### config.mk
export PLATFORM = sky130hd
export DESIGN_NAME = id_issue
export DESIGN_NICKNAME = d
export VERILOG_FILES = /design/src/rtl/rv32i_pkg.sv /design/src/rtl/rv32i_decoder.sv /design/src/rtl/id_issue.sv
export SDC_FILE = /design/constraint.sdc
export NUM_CORES = 1
export LEC_CHECK = 0
export ABC_AREA = 1
export BUFFER_PORTS_ARGS = -buffer_cell sky130_fd_sc_hd__buf_2
export CORE_ASPECT_RATIO = 1.25
export CORE_MARGIN = 2
export CORE_UTILIZATION = 35
export CTS_CLUSTER_DIAMETER = 60
export DETAILED_ROUTE_END_ITERATION = 8
export GPL_TIMING_DRIVEN = 0
export PLACE_DENSITY = 0.65
export SLEW_MARGIN = 10
export SYNTH_ARGS = -nofsm -noshare
export SYNTH_HDL_FRONTEND = slang
export SYNTH_SLANG_ARGS = --single-unit
export TNS_END_PERCENT = 5
### constraint.sdc
create_clock -name clk -period 6.3 [get_ports clk]
set_clock_uncertainty 0.2 [all_clocks]
set_input_delay 0.945 -clock clk [delete_from_list [all_inputs] [get_ports clk]]
set_output_delay 0.945 -clock clk [all_outputs]
set_load 0.02 [all_outputs]
### src/rtl/rv32i_pkg.sv
// Shared RV32I decode definitions: major opcodes, issue op classes and immediate formats.
package rv32i_pkg;

    localparam int unsigned OPW = 4;

    localparam logic [6:0] OpcLui    = 7'b0110111;
    localparam logic [6:0] OpcAuipc  = 7'b0010111;
    localparam logic [6:0] OpcJal    = 7'b1101111;
    localparam logic [6:0] OpcJalr   = 7'b1100111;
    localparam logic [6:0] OpcBranch = 7'b1100011;
    localparam logic [6:0] OpcLoad   = 7'b0000011;
    localparam logic [6:0] OpcStore  = 7'b0100011;
    localparam logic [6:0] OpcOpimm  = 7'b0010011;
    localparam logic [6:0] OpcOp     = 7'b0110011;
    localparam logic [6:0] OpcFence  = 7'b0001111;
    localparam logic [6:0] OpcSystem = 7'b1110011;

    typedef enum logic [OPW-1:0] {
        OpLui, OpAuipc, OpJal, OpJalr, OpBranch, OpLoad,
        OpStore, OpOpimm, OpOp, OpFence, OpSystem, OpIllegal
    } op_e;

    typedef enum logic [2:0] {
        ImmNone, ImmI, ImmS, ImmB, ImmU, ImmJ
    } imm_fmt_e;

endpackage

### src/rtl/rv32i_decoder.sv
// Combinational RV32I decode: op class, regfile read enables, destination use, immediate.
module rv32i_decoder
    import rv32i_pkg::*;
#(
    parameter int unsigned XLEN = 32
) (
    input  logic [31:0]     instr,
    output op_e             op,
    output logic            re1,
    output logic            re2,
    output logic            uses_rd,
    output logic [XLEN-1:0] imm
);

    imm_fmt_e    fmt;
    logic        writes_rd;
    logic [31:0] imm32;

    always_comb begin
        op        = OpIllegal;
        fmt       = ImmNone;
        re1       = 1'b0;
        re2       = 1'b0;
        writes_rd = 1'b0;
        // Every legal opcode ends in 2'b11, so compressed/garbage words fall to the default.
        case (instr[6:0])
            OpcLui:    begin op = OpLui;    fmt = ImmU; writes_rd = 1'b1; end
            OpcAuipc:  begin op = OpAuipc;  fmt = ImmU; writes_rd = 1'b1; end
            OpcJal:    begin op = OpJal;    fmt = ImmJ; writes_rd = 1'b1; end
            OpcJalr:   begin op = OpJalr;   fmt = ImmI; writes_rd = 1'b1; re1 = 1'b1; end
            OpcBranch: begin op = OpBranch; fmt = ImmB; re1 = 1'b1; re2 = 1'b1; end
            OpcLoad:   begin op = OpLoad;   fmt = ImmI; writes_rd = 1'b1; re1 = 1'b1; end
            OpcStore:  begin op = OpStore;  fmt = ImmS; re1 = 1'b1; re2 = 1'b1; end
            OpcOpimm:  begin op = OpOpimm;  fmt = ImmI; writes_rd = 1'b1; re1 = 1'b1; end
            OpcOp:     begin op = OpOp;     writes_rd = 1'b1; re1 = 1'b1; re2 = 1'b1; end
            OpcFence:  op = OpFence;
            OpcSystem: op = OpSystem;
            default:   op = OpIllegal;
        endcase
    end

    always_comb begin
        imm32 = '0;
        case (fmt)
            ImmI: imm32 = {{20{instr[31]}}, instr[31:20]};
            ImmS: imm32 = {{20{instr[31]}}, instr[31:25], instr[11:7]};
            ImmB: imm32 = {{19{instr[31]}}, instr[31], instr[7], instr[30:25], instr[11:8], 1'b0};
            ImmU: imm32 = {instr[31:12], 12'b0};
            ImmJ: imm32 = {{11{instr[31]}}, instr[31], instr[19:12], instr[20], instr[30:21],
                           1'b0};
            default: imm32 = '0;
        endcase
    end

    assign imm     = XLEN'($signed(imm32));
    assign uses_rd = writes_rd && (instr[11:7] != 5'd0);

endmodule

### src/rtl/id_issue.sv
// RV32I decode/issue stage: busy-bit scoreboard for RAW/WAW stalls and one registered issue slot.
module id_issue
    import rv32i_pkg::*;
#(
    parameter int unsigned XLEN = 32,
    parameter int unsigned NREG = 32,
    parameter int unsigned OPW  = rv32i_pkg::OPW
) (
    input  logic            clk,
    input  logic            reset,
    input  logic            flush,
    input  logic            if_valid,
    output logic            if_ready,
    input  logic [31:0]     if_instr,
    input  logic [XLEN-1:0] if_pc,
    output logic            re1,
    output logic            re2,
    output logic [4:0]      ra1,
    output logic [4:0]      ra2,
    input  logic [XLEN-1:0] rs1_data,
    input  logic [XLEN-1:0] rs2_data,
    input  logic            wb_valid,
    input  logic [4:0]      wb_rd,
    output logic            ex_valid,
    input  logic            ex_ready,
    output logic [OPW-1:0]  ex_op,
    output logic [2:0]      ex_funct3,
    output logic            ex_f7b5,
    output logic [XLEN-1:0] ex_pc,
    output logic [XLEN-1:0] ex_rs1v,
    output logic [XLEN-1:0] ex_rs2v,
    output logic [XLEN-1:0] ex_imm,
    output logic [4:0]      ex_rd,
    output logic            ex_rd_we
);

    op_e             dec_op;
    logic            dec_uses_rd;
    logic [XLEN-1:0] dec_imm;
    logic [4:0]      rd;
    logic            hazard;
    logic            accept;
    logic [NREG-1:0] busy_q, busy_d;

    rv32i_decoder #(
        .XLEN (XLEN)
    ) u_decoder (
        .instr   (if_instr),
        .op      (dec_op),
        .re1     (re1),
        .re2     (re2),
        .uses_rd (dec_uses_rd),
        .imm     (dec_imm)
    );

    assign ra1 = if_instr[19:15];
    assign ra2 = if_instr[24:20];
    assign rd  = if_instr[11:7];

    assign hazard = (re1 && (ra1 != 5'd0) && busy_q[ra1]) ||
                    (re2 && (ra2 != 5'd0) && busy_q[ra2]) ||
                    (dec_uses_rd && busy_q[rd]);

    assign if_ready = !reset && !flush && !hazard && (!ex_valid || ex_ready);
    assign accept   = if_valid && if_ready;

    // Clears first, then the set, so a same-index set wins.
    always_comb begin
        busy_d = busy_q;
        if (wb_valid && (wb_rd != 5'd0)) begin
            busy_d[wb_rd] = 1'b0;
        end
        // A flushed slot never reaches writeback, so its claim must be dropped here.
        if (flush && ex_valid && ex_rd_we) begin
            busy_d[ex_rd] = 1'b0;
        end
        if (accept && dec_uses_rd) begin
            busy_d[rd] = 1'b1;
        end
        busy_d[0] = 1'b0;
    end

    always_ff @(posedge clk) begin
        if (reset) begin
            busy_q <= '0;
        end else begin
            busy_q <= busy_d;
        end
    end

    always_ff @(posedge clk) begin
        if (reset) begin
            ex_valid  <= 1'b0;
            ex_op     <= '0;
            ex_funct3 <= '0;
            ex_f7b5   <= 1'b0;
            ex_pc     <= '0;
            ex_rs1v   <= '0;
            ex_rs2v   <= '0;
            ex_imm    <= '0;
            ex_rd     <= '0;
            ex_rd_we  <= 1'b0;
        end else if (flush) begin
            ex_valid <= 1'b0;
        end else if (accept) begin
            ex_valid  <= 1'b1;
            ex_op     <= OPW'(dec_op);
            ex_funct3 <= if_instr[14:12];
            ex_f7b5   <= if_instr[30];
            ex_pc     <= if_pc;
            ex_rs1v   <= rs1_data;
            ex_rs2v   <= rs2_data;
            ex_imm    <= dec_imm;
            ex_rd     <= rd;
            ex_rd_we  <= dec_uses_rd;
        end else if (ex_ready) begin
            ex_valid <= 1'b0;
        end
    end

endmodule

==> flow_summary.toml <==
[die]
chipWidth_um = 145.8
die-area_mm2 = 0.02642
initial_utilization_pct = 35.77
core_mm2 = 0.02458
rows = 64
io_pins = 295
die_y_um = 181.2

[clock_tree]
post_cts_resized = 0
post-cts-setup-buffers = 0
cts.sinks = 174
numCtsBuffers = 17
clk_latency_ps = 440
clockBufferDepth = 2
ctsHoldBuffers = 0
cts.clk_slew.worst_paths_ps = 60
htreeDepth = 4
tritoncts = "yes"
cts_root_buf = "clkbuf_16"

[placement]
dp.cells = 1936
dpl_worst_slack_ps = 2126
postPlaceCellArea_mm2 = 0.01066
hpwl_mm = 26.49
port-buffer-count = 291
gp_congestion = 1.004

[power]
vdd_ir_drop_max_v = 0.0001884
total_leakage_power_uw = 0.005037
powerDensity_mw_per_mm2 = 230.7

[global_routing]
grt_pass1_vias = 9674
grt_max_degree = 17
grt_pass1_wl_mm = 52.74
grt_use_total_pct = 25.40
antenna_found_initial = 1
grt-ovfl-total = 0

[synth]
ys_seq_elements = 174
ys_types = 30
synth_area_mm2 = 0.008795
synth_area_per_cell_um2 = 6.688
syn_inst = 1315
syn-num-nets = 1454
yosysSeqAreaShare_pct = 39.61
yosysWarnings = 0
synth_area_leaders = "dfxtp_1 (40%), nand2_1 (14%), a21oi_1 (12%)"
yosysTopAreaCell = "dfxtp_1"
netlist.area_leader.share_pct = 39.61

[sta]
finalCritPeriodShare_pct = 66.81
rsz0062_at_grt = "no"
setup_viol = 0
fin_tns_setup_ps = 0
hold_viol = 0
fin_ws_ps = 2091
worst-slew-pin-transition_ps = 1192
clock.fmax_mhz = 237.6
post-route-min-period_ps = 4209
slew_viol_final = 0
slew_headroom_pct = 19.91

[critical_path]
setup.worst_path.end = "if_ready"
end_kind = "primary output"
critical_path.startpoint = "if_instr[1]"
required_ps = 5150
r2r_end = "busy_q[24]"
cp-start-kind = "input pin"
r2r_slack_ps = 4040
r2r-start = "busy_q[2]"
critPathMaxFanout = 10
critPathKind = "input pin to primary output"
crit_arrival_ps = 3060
rr_worst_depth = 13

[layout]
fin_cells = 1968
final_area_mm2 = 0.01123
final_nets = 1764
nFillCells = 2665
syn_to_final_growth_pct = 27.67
drive_above_1_share_pct = 24.31

[detailed_routing]
drt_iter0_drc = 671
ant_nets = 0
drcViolationCount = 0
wire_per_inst_um = 17.51
dr.pass1.iters = 5
drt-total-wl_mm = 34.45
via_per_inst = 5.146
vias = 10130

[outcome]
status = "finished clean"

[run]
maxCapViolCount = 0

[worst_hold_path]
hp-class = "flip-flop to flip-flop"
synth_stat cells, drive strengths merged:
| cell | n |
|---|---|
| nor4 | 1 |
| nand4 | 48 |
| nor3 | 25 |
| nand3 | 201 |
| o221ai | 3 |
| o22ai | 4 |
| and2 | 1 |
| a22o | 1 |
| nand2 | 336 |
| a31oi | 1 |
| a21oi | 203 |
| o211ai | 1 |
| clkbuf | 36 |
| nor2 | 71 |
| dfxtp | 174 |
| buf | 64 |
| o21bai | 1 |
| o21ai | 31 |
| inv | 111 |
| o31ai | 2 |
worst min path at each step:
| stage | end | cells past startpoint | start |
|---|---|---|---|
| final | ex_imm[19] | 2 | ex_imm[19] |
| after global routing | ex_imm[17] | 2 | ex_imm[17] |
| after CTS | ex_imm[19] | 2 | ex_imm[19] |
| after detailed placement | ex_imm[19] | 2 | ex_imm[19] |
| after global placement | ex_imm[16] | 2 | ex_imm[16] |
| after floorplan | busy_q[2] | 2 | busy_q[2] |
placed cells by master, fill, tap and decap left out, types with 2 or more instances in the layout:
master      synthesis  layout
nand2_1           330     330
buf_2              18     309
a21oi_1           203     203
nand3_1           200     200
dfxtp_1           174     174
inv_1             100     100
nor2_1             69      69
nand4_1            48      48
clkbuf_1           36      39
o21ai_0            29      29
buf_4              23      23
nor3_1             24      23
clkbuf_16           0      17
buf_6              16      16
inv_2              11      11
buf_1               7       7
nand2_2             5       5
o22ai_1             4       4
o221ai_1            3       3
clkinvlp_4          0       3
nor2_4              2       2
o31ai_1             2       2
o21ai_1             2       2
inv_6               0       2
inv_8               0       2
metrics by stage:
| step | utilization [%] | hold slack [ps] | total power (uW) |
|---|---|---|---|
| 2_1_floorplan | - | 283.2 | 1409 |
| 3_3_place_gp | 43.38 | 227.8 | 1574 |
| 3_5_place_dp | 43.38 | 233.4 | 1577 |
| 4_1_cts | 45.64 | 243.0 | 2609 |
| 5_1_grt | 45.66 | 264.6 | 2689 |
| 6_report | 45.67 | 241.6 | 2590 |
layout make-up:
class                   instances  area, um^2  area share (%)
multi-input cells             930        4295           38.25
flip-flops and latches        174        3483           31.02
repair buffers                291        1456           12.97
plain buffers                 100       604.3           5.382
clock buffers                  21       450.4           4.012
inverters                     111       416.7           3.711
well taps                     330       412.9           3.677
clock inverters                10       106.4          0.9472
diodes                          1       2.502         0.02229
registers in the layout (all words and copies together), names as in the netlist:
name / count
ex_imm: 32
ex_pc: 32
ex_rs1v: 32
ex_rs2v: 32
busy_q: 31
ex_rd: 5
ex_op: 4
ex_funct3: 3
ex_f7b5: 1
ex_rd_we: 1
ex_valid: 1
critical path, cell delays in order:
cell	delay, ps
buf_2	90
nand2_1	200
inv_2	70
nand2_2	110
inv_2	80
nand2_2	170
nand3_1	240
nand2_1	130
nor2_1	40
nand2_1	140
nand3_2	100
nor2_4	160
buf_6	210
buf_6	170
buf_2	180
metal layers:
layer,vias up,wire length (um),GRT usage (%)
met2,447,16850,44.17
met4,0,1236,11.06
li1,4984,-,-
met1,4628,13570,29.40
met3,68,2792,6.490
met5,-,0,0
cell families after synthesis:
logic type	Yosys count	share of synthesized area, %
AO/OA/AOI/OAI	247	14.41
flip-flops	174	39.61
buffers and inverters	211	11.61
AND/OR/NAND/NOR	683	34.37
where the power goes:
group	switching, uW	internal (uW)	leakage (uW)
clock	475	561	0.000264
sequential	17.2	1130	0.00141
combinational	272	134	0.00336
total	765	1830	0.00504
Note: power is estimated with default switching activity, not from simulation.
